## config.mk

```make
export PLATFORM = sky130hd
export DESIGN_NAME = conv_frame_sequencer_flat
export DESIGN_NICKNAME = d
export VERILOG_FILES = /design/src/rtl/conv_frame_sequencer_if.sv /design/src/rtl/conv_frame_sequencer.sv /design/src/flat_wrapper.sv
export SDC_FILE = /design/constraint.sdc
export NUM_CORES = 1
export LEC_CHECK = 0
export CORE_MARGIN = 3
export CORE_UTILIZATION = 50
export DETAILED_ROUTE_END_ITERATION = 10
export PLACE_DENSITY_LB_ADDON = 0.3
export SYNTH_ARGS = -nofsm -noshare
export SYNTH_HDL_FRONTEND = slang
export SYNTH_SLANG_ARGS = --single-unit
export TNS_END_PERCENT = 50
```

## constraint.sdc

```tcl
create_clock -name i_clk -period 1.6 [get_ports i_clk]
set_input_delay 0.4 -clock i_clk [delete_from_list [all_inputs] [get_ports i_clk]]
set_output_delay 0.4 -clock i_clk [all_outputs]
set_load 0.05 [all_outputs]
```

## src/rtl/conv_frame_sequencer_if.sv

```systemverilog
// Stream bundle between the pixel FWFT, the frame sequencer and the conv MACC enable.
// A pixel transfers on any cycle where i_feature_valid and o_rd_en are both high; o_rd_en already
// includes i_ds_ready, so it never rises while the conv/pool path is stalled.
interface conv_frame_sequencer_if #(
    parameter int CW = 6
);
    logic          i_feature_valid;
    logic          i_ds_ready;
    logic          o_rd_en;
    logic          o_window_valid;
    logic [CW-1:0] o_out_row;
    logic [CW-1:0] o_out_col;

    modport master (
        input  i_feature_valid,
        input  i_ds_ready,
        output o_rd_en,
        output o_window_valid,
        output o_out_row,
        output o_out_col
    );

    modport slave (
        output i_feature_valid,
        output i_ds_ready,
        input  o_rd_en,
        input  o_window_valid,
        input  o_out_row,
        input  o_out_col
    );
endinterface

```

## src/rtl/conv_frame_sequencer.sv

```systemverilog
// Frame-level controller for the conv stage: raster tracking, KxK window enable with output
// coordinates, downstream stall, pipeline drain and a single-cycle frame completion pulse.
module conv_frame_sequencer #(
    parameter int IMG_W    = 32,
    parameter int IMG_H    = 32,
    parameter int K        = 5,
    parameter int PIPE_LAT = 4,
    parameter int CW       = 6
) (
    input  logic                   i_clk,
    input  logic                   i_rst,
    input  logic                   i_start,
    input  logic                   i_abort,
    conv_frame_sequencer_if.master bus,
    output logic                   o_busy,
    output logic                   o_frame_done,
    output logic [2:0]             o_state
);
    typedef enum logic [2:0] {
        S_IDLE  = 3'd0,
        S_FILL  = 3'd1,
        S_RUN   = 3'd2,
        S_DRAIN = 3'd3,
        S_DONE  = 3'd4
    } state_t;

    localparam int DW = (PIPE_LAT > 1) ? $clog2(PIPE_LAT) : 1;

    localparam logic [CW-1:0] C_COL_LAST  = CW'(IMG_W - 1);
    localparam logic [CW-1:0] C_ROW_LAST  = CW'(IMG_H - 1);
    localparam logic [CW-1:0] C_KM1       = CW'(K - 1);
    localparam logic [CW-1:0] C_FILL_LAST = CW'(K - 2);
    localparam logic [DW-1:0] C_DRAIN     = DW'(PIPE_LAT - 1);

    state_t        r_state;
    logic [CW-1:0] r_px_col;
    logic [CW-1:0] r_px_row;
    logic [CW-1:0] r_out_row;
    logic [CW-1:0] r_out_col;
    logic [DW-1:0] r_drain_cnt;
    logic          r_window_valid;
    logic          r_busy;
    logic          r_frame_done;

    logic w_accepting;
    logic w_acc;
    logic w_col_last;
    logic w_row_last;
    logic w_in_window;

    assign w_accepting = (r_state == S_FILL) || (r_state == S_RUN);
    assign w_acc       = bus.o_rd_en & bus.i_feature_valid;
    assign w_col_last  = (r_px_col == C_COL_LAST);
    assign w_row_last  = (r_px_row == C_ROW_LAST);
    // Position of the pixel being accepted, before the counters advance.
    assign w_in_window = (r_px_row >= C_KM1) && (r_px_col >= C_KM1);

    assign bus.o_rd_en        = w_accepting & bus.i_ds_ready;
    assign bus.o_window_valid = r_window_valid;
    assign bus.o_out_row      = r_out_row;
    assign bus.o_out_col      = r_out_col;
    assign o_busy             = r_busy;
    assign o_frame_done       = r_frame_done;
    assign o_state            = r_state;

    always_ff @(posedge i_clk or negedge i_rst) begin
        if (!i_rst) begin
            r_state        <= S_IDLE;
            r_px_col       <= '0;
            r_px_row       <= '0;
            r_out_row      <= '0;
            r_out_col      <= '0;
            r_drain_cnt    <= '0;
            r_window_valid <= 1'b0;
            r_busy         <= 1'b0;
            r_frame_done   <= 1'b0;
        end else begin
            r_window_valid <= 1'b0;
            r_frame_done   <= 1'b0;
            // Abort outranks everything outside IDLE, including the final-pixel accept.
            if (i_abort && (r_state != S_IDLE)) begin
                r_state     <= S_IDLE;
                r_busy      <= 1'b0;
                r_px_col    <= '0;
                r_px_row    <= '0;
                r_drain_cnt <= '0;
            end else begin
                case (r_state)
                    S_IDLE: begin
                        if (i_start) begin
                            r_state  <= S_FILL;
                            r_busy   <= 1'b1;
                            r_px_col <= '0;
                            r_px_row <= '0;
                        end
                    end
                    S_FILL, S_RUN: begin
                        if (w_acc) begin
                            if (w_col_last) begin
                                r_px_col <= '0;
                                r_px_row <= r_px_row + 1'b1;
                            end else begin
                                r_px_col <= r_px_col + 1'b1;
                            end
                            if (w_in_window) begin
                                r_window_valid <= 1'b1;
                                r_out_row      <= r_px_row - C_KM1;
                                r_out_col      <= r_px_col - C_KM1;
                            end
                            if ((r_state == S_FILL) && w_col_last && (r_px_row == C_FILL_LAST)) begin
                                r_state <= S_RUN;
                            end
                            if ((r_state == S_RUN) && w_col_last && w_row_last) begin
                                r_state     <= S_DRAIN;
                                r_drain_cnt <= C_DRAIN;
                            end
                        end
                    end
                    S_DRAIN: begin
                        if (r_drain_cnt == '0) begin
                            r_state      <= S_DONE;
                            r_frame_done <= 1'b1;
                        end else begin
                            r_drain_cnt <= r_drain_cnt - 1'b1;
                        end
                    end
                    S_DONE: begin
                        r_state <= S_IDLE;
                        r_busy  <= 1'b0;
                    end
                    default: begin
                        r_state <= S_IDLE;
                        r_busy  <= 1'b0;
                    end
                endcase
            end
        end
    end
endmodule

```

## src/flat_wrapper.sv

```systemverilog
// flat-port wrapper written by rule: the top's interface ports become plain ports
module conv_frame_sequencer_flat 
#(
    parameter int IMG_W    = 32,
    parameter int IMG_H    = 32,
    parameter int K        = 5,
    parameter int PIPE_LAT = 4,
    parameter int CW       = 6
)
  (i_clk, i_rst, i_start, i_abort, o_busy, o_frame_done, o_state, bus_i_feature_valid, bus_i_ds_ready, bus_o_rd_en, bus_o_window_valid, bus_o_out_row, bus_o_out_col);
  conv_frame_sequencer_if #(.CW(CW)) bus_i ();
  input  logic i_clk;
  input  logic i_rst;
  input  logic i_start;
  input  logic i_abort;
  output logic o_busy;
  output logic o_frame_done;
  output logic [2:0] o_state;
  input wire logic [$bits(bus_i.i_feature_valid)-1:0] bus_i_feature_valid;
  input wire logic [$bits(bus_i.i_ds_ready)-1:0] bus_i_ds_ready;
  output wire logic [$bits(bus_i.o_rd_en)-1:0] bus_o_rd_en;
  output wire logic [$bits(bus_i.o_window_valid)-1:0] bus_o_window_valid;
  output wire logic [$bits(bus_i.o_out_row)-1:0] bus_o_out_row;
  output wire logic [$bits(bus_i.o_out_col)-1:0] bus_o_out_col;
  assign bus_i.i_feature_valid = bus_i_feature_valid;
  assign bus_i.i_ds_ready = bus_i_ds_ready;
  assign bus_o_rd_en = bus_i.o_rd_en;
  assign bus_o_window_valid = bus_i.o_window_valid;
  assign bus_o_out_row = bus_i.o_out_row;
  assign bus_o_out_col = bus_i.o_out_col;
  conv_frame_sequencer #(.IMG_W(IMG_W), .IMG_H(IMG_H), .K(K), .PIPE_LAT(PIPE_LAT), .CW(CW)) u_core (.i_clk(i_clk), .i_rst(i_rst), .i_start(i_start), .i_abort(i_abort), .bus(bus_i), .o_busy(o_busy), .o_frame_done(o_frame_done), .o_state(o_state));
endmodule
```

==> results of run 1 <==
[per-layer routing]
metal | vias up | track usage | routed length, um
li1 | 894 | - | -
met1 | 1117 | 0.373 | 3300
met2 | 304 | 0.551 | 4520
met3 | 130 | 0.0778 | 1310
met4 | 0 | 0.187 | 1080
met5 | - | 0 | 0
[state kept, by name, indices dropped and copies added (netlist names)]
register / flops
u_core.o_frame_done: 1
u_core.bus.o_window_valid: 1
u_core.bus.o_out_col: 6
u_core.o_state: 3
u_core.r_px_col: 6
u_core.r_drain_cnt: 2
u_core.bus.o_out_row: 6
u_core.r_px_row: 6
u_core.o_busy: 1
[path summary, 6_finish.rpt]
| path | cells past startpoint | startpoint | slack (ns) | to |
|---|---|---|---|---|
| setup / recovery | 6 | u_core.r_px_row[3] | -0.58 | u_core.o_state[0] |
| hold / removal | 2 | i_rst | 0.51 | u_core.r_drain_cnt[0] |
| setup reg to reg | 6 | u_core.r_px_row[3] | -0.58 | u_core.o_state[0] |
| hold reg to reg | 1 | u_core.bus.o_out_row[2] | 0.59 | u_core.bus.o_out_row[2] |
| max in group asynchronous | 2 | i_rst | 0.90 | u_core.r_px_col[2] |
| min in group i_clk | 3 | i_abort | 0.56 | u_core.o_state[2] |
[per-stage QoR]
step	hold WS, ns	utilization	instances
floorplan	0.104	-	195
global placement	0.550	0.766	310
detailed placement	0.556	0.766	310
CTS	0.499	0.858	331
global route	0.511	0.923	338
finish	0.512	0.923	338
[critical path: stages, from the launching register on]
cell	delay, ns
dfrtp_1	0.43
inv_1	0.14
ha_1	0.29
nand4bb_1	0.37
o22ai_2	0.31
a32oi_1	0.17
mux2_2	0.35
[power groups by stage]
stage	registers, mW	clock network [mW]	logic, mW
2_1_floorplan	1.11	0	0.622
3_3_place_gp	0.984	0	1.34
3_5_place_dp	0.993	0	1.41
4_1_cts	0.965	0.776	1.61
5_1_grt	0.989	0.838	2.18
6_report	0.989	0.808	2.11
[area by class of cell]
cell class / instances / area, um^2 / share of cell area
Multi-Input combinational cell: 135 / 1330 / 0.385
Clock inverter: 2 / 35.0 / 0.0101
Inverter: 17 / 63.8 / 0.0185
Timing Repair Buffer: 98 / 1090 / 0.314
Sequential cell: 32 / 807 / 0.234
Clock buffer: 6 / 72.6 / 0.0210
Tap cell: 48 / 60.1 / 0.0174
[cell families after synthesis]
logic type / Yosys count / synth area share
AO/OA/AOI/OAI: 47 / 0.167
XOR/XNOR: 6 / 0.0303
AND/OR/NAND/NOR: 57 / 0.174
buffers and inverters: 28 / 0.0632
adder cells (fa/ha/maj): 11 / 0.0695
flip-flops: 32 / 0.404
multiplexers: 14 / 0.0916
[cells in the mapped netlist (all sizes together) (5+ instances only)]
cell	count	area [um^2]
inv	17	63.8
dfrtp	32	801
ha	11	138
nor3	7	35.0
nor2	11	48.8
o21ai	10	50.1
nand2	10	37.5
mux2	12	161
a21oi	6	30.0
nand4	5	31.3
buf	9	53.8
nand3	6	35.0
[repair_timing]
action	CTS	global route
cloned	1	0
setup buffers	12	8
pin swaps	13	19
setup endpoints to repair	27	31
hold buffers	0	0
resized for setup	33	48
==> flow_summary.ini, run 1 <==
[run_status]
outcome = finished, violations left
failed_checks = setup timing

[floorplan]
ios = 25
die_area_um2 = 4750
start_util = 0.529
die_h_um = 68.9
design.core.area_um2 = 3740
dieWidth_um = 68.9
fp-row-count = 22

[power]
max-vdd-ir-drop_uv = 1170
intPower_mw = 2.35
pwr-share-seq = 0.253
powerDensity_nw_per_um2 = 1130
p_sw_mw = 1.56
comb_power_share = 0.541
power_leakage_nw = 1.56
clockPowerShare = 0.207
power_mw = 3.91
switching_share = 0.399

[final_layout]
n_fill_cell = 115
final_common_cell = buf_4
final_cell_mix = buf_4 (57), dfrtp_1 (27), buf_12 (21)
syn2layout_area_growth_pct = 74.4
layout.nets = 306
drive_gt1_frac = 0.569
stdcell_area_um2 = 3450
diodes = 0

[drt]
wirelength_mm = 10.2
drc = 0
drt-vias-per-instance = 7.23
wl_per_cell_um = 30.2
drt_iter0_drc = 437
first_pass_iters = 8
ant_nets = 0
vias = 2445

[grt]
grt_start_max_net_pins = 33
grt_pass1_wl_mm = 11.2
grt_antenna_before_repair = 0
grt_pass1_vias = 2241
grt_use_total = 0.326
grt_overflow = 0

[run]
maxCapViolCount = 0

[clock_network]
cts.reportedPaths.clkPinSlew_ns = 0.08
root_buffer = clkbuf_8
cts_tree = built
htree_levels = 2
clk_latency_ns = 0.30
clk_path_buf_depth = 2
cts_sinks = 32
cts_buffers = 5

[timing]
finalMaxSlewViolations = 0
fin_crit_sh = 1.36
rsz0062_at_grt = true
setup_ws_ns = -0.581
max_slew_margin = 0.629
fin_setup_tns_ns = -7.75
tightest_slew_ns = 0.555
finClkSkew_ns = 0.00504
timing.fmax_mhz = 459
finalHoldViolCount = 0
finalSetupViolations = 32
min_period_ns = 2.18

[yosys]
async_flop_share = 1.00
synth_edf_count = 0
synth_warnings = 0
synth_ff_type = dfrtp_1
syn_area_per_cell_um2 = 10.2
syn_nets = 212
ys_ff_latch = 32
yosysSeqAreaShare = 0.404
synth.distinct_cells = 53
synth_area_um2 = 1980
netlist_instances = 195

[critical_path]
critPathLaunchType = flop
cp_data_arrival_time_ns = 2.36
crit_type = reg2reg
endpoint_kind = flop
cp.required_ns = 1.77
critical_path.max_fanout = 3

[min_path]
hp-class = in2async

[placed_design]
placed_cell_area_um2 = 2870
dpl.hpwl_mm = 4.00
place.port_buffers = 24
gp_congestion = 0.942
pre_cts_slack_ns = -0.470
Power figures use the tool's default switching activity.
==> run 2, diff against run 1 <==
--- a/config.mk
+++ b/config.mk
@@ -5,7 +5,7 @@
 export SDC_FILE = /design/constraint.sdc
 export NUM_CORES = 1
 export LEC_CHECK = 0
-export CORE_MARGIN = 3
+export CORE_MARGIN = 8
 export CORE_UTILIZATION = 50
 export DETAILED_ROUTE_END_ITERATION = 10
 export PLACE_DENSITY_LB_ADDON = 0.3
==> flow_summary.ini, run 2 (synthesized netlist as in run 1, its figures left out) <==
[placed_design]
dp_cells = 316
placed_cell_area_um2 = 2890
gp_congestion = 0.866
place.port_buffers = 24
pre_cts_slack_ns = -0.458
dpl.hpwl_mm = 3.87

[critical_path]
slowest_stage = dfrtp_2
r2r_end = u_core.r_px_row[3]
critPathTopFamily = compound AO/OA/AOI/OAI gates
critical_path.n_buffers_inverters = 4
cp_slowest_stage_delay_ns = 0.45
critPathLaunchType = flop
critical_path.max_fanout = 7
cp.required_ns = 1.77
endpoint_kind = flop
cp_common_cell = buf_4
r2r_cells = 8
r2r-start = u_core.o_state[1]
crit_type = reg2reg
cp_cell_sequence = buf_4 -> buf_4 -> a21oi_4 -> o22ai_4 -> buf_12 -> buf_4 -> o31ai_4 -> o21ai_1
r2r_slack_ns = -0.25
cp_data_arrival_time_ns = 2.02

[power]
powerDensity_nw_per_um2 = 1080
power_leakage_nw = 1.55
max-vdd-ir-drop_uv = 959

[final_layout]
syn2layout_area_growth_pct = 70.9
drive_gt1_frac = 0.526
final_common_cell = buf_4
final_util = 0.865
diodes = 0
stdcell_count = 343
layout.nets = 309
final_cell_mix = buf_4 (62), dfrtp_1 (29), buf_12 (21)
stdcell_area_um2 = 3390

[timing]
max_slew_margin = 0.711
fin_setup_tns_ns = -3.23
fin_crit_sh = 1.16
min_period_ns = 1.85
timing.fmax_mhz = 540
setup_ws_ns = -0.251
finClkSkew_ns = 0.00864
finalHoldViolCount = 0
rsz0062_at_grt = true
finalSetupViolations = 29
finalMaxSlewViolations = 0
tightest_slew_ns = 0.431

[run]
maxCapViolCount = 0

[floorplan]
die_h_um = 78.9
start_util = 0.506
design.core.area_um2 = 3910
die_area_um2 = 6230
fp-row-count = 23
dieWidth_um = 78.9
ios = 25

[drt]
vias = 1998
drt_iter0_drc = 157
wl_per_cell_um = 19.8
drt-vias-per-instance = 5.83
drc = 0
wirelength_mm = 6.79
ant_nets = 0
first_pass_iters = 4

[clock_network]
cts_tree = built
root_buffer = clkbuf_8
cts_buffers = 5
hold_buffers = 0
cts_sinks = 32
cts.reportedPaths.clkPinSlew_ns = 0.07
clk_latency_ns = 0.30
clk_path_buf_depth = 2
htree_levels = 2

[grt]
grt_pass1_wl_mm = 10.2
grt_overflow = 0
grt_pass1_vias = 2070
grt_antenna_before_repair = 0
grt_use_total = 0.204
grt_start_max_net_pins = 33

[min_path]
hp-class = in2async

[run_status]
outcome = finished, violations left
failed_checks = setup timing
==> run 2: changes by cell type in the layout (fill, tap and decap cells not counted), moves of 3 or more <==
cell	change
inv_1	+4
inv_2	-4
ha_4	-3
buf_4	+5
==> run 2: cell type report <==
type | count | area [um^2]
Sequential cell | 32 | 805
Inverter | 17 | 63.8
Multi-Input combinational cell | 135 | 1260
Timing Repair Buffer | 101 | 1080
Tap cell | 50 | 62.6
Fill cell | 183 | 528
Clock buffer | 6 | 72.6
Clock inverter | 2 | 35.0
==> run 2: how the worst max path moves through the flow <==
stage / slack [ns] / to / startpoint / cells after the start
floorplan: -0.27 / u_core.o_state[0] / u_core.o_state[2] / 6
global placement: -0.42 / u_core.o_state[0] / i_abort / 6
detailed placement: -0.46 / u_core.o_state[0] / i_abort / 6
CTS: -0.22 / bus_o_rd_en / u_core.o_state[0] / 4
global route: -0.29 / u_core.r_px_row[3] / u_core.o_state[1] / 8
finish: -0.25 / u_core.r_px_row[3] / u_core.o_state[1] / 8
==> run 2: stage by stage <==
step / total power, mW / hold slack, ns
global placement: 2.34 / 0.545
floorplan: 1.73 / 0.104
CTS: 3.31 / 0.501
finish: 3.66 / 0.482
global route: 3.82 / 0.499
detailed placement: 2.38 / 0.563
==> run 2: report_power, final <==
group	internal [mW]	switching (mW)	total, mW
registers	0.885	0.0860	0.971
logic	0.991	0.912	1.90
clock network	0.462	0.321	0.783
==> run 2: timing repair <==
action                                  in CTS  in global routing
gates resized for setup                     26                 32
pin swaps                                   10                 15
hold endpoints to repair                     0                  0
setup buffers                               12                  7
endpoints found under the setup margin      26                 31
==> run 2: routing by layer <==
layer	up-vias	share of wire	global-route usage	wire, um
met5	-	0	0	0
met4	0	0.019	0.0852	128
met3	15	0.082	0.0474	555
met2	105	0.51	0.355	3450
met1	977	0.39	0.235	2660
li1	901	-	-	-
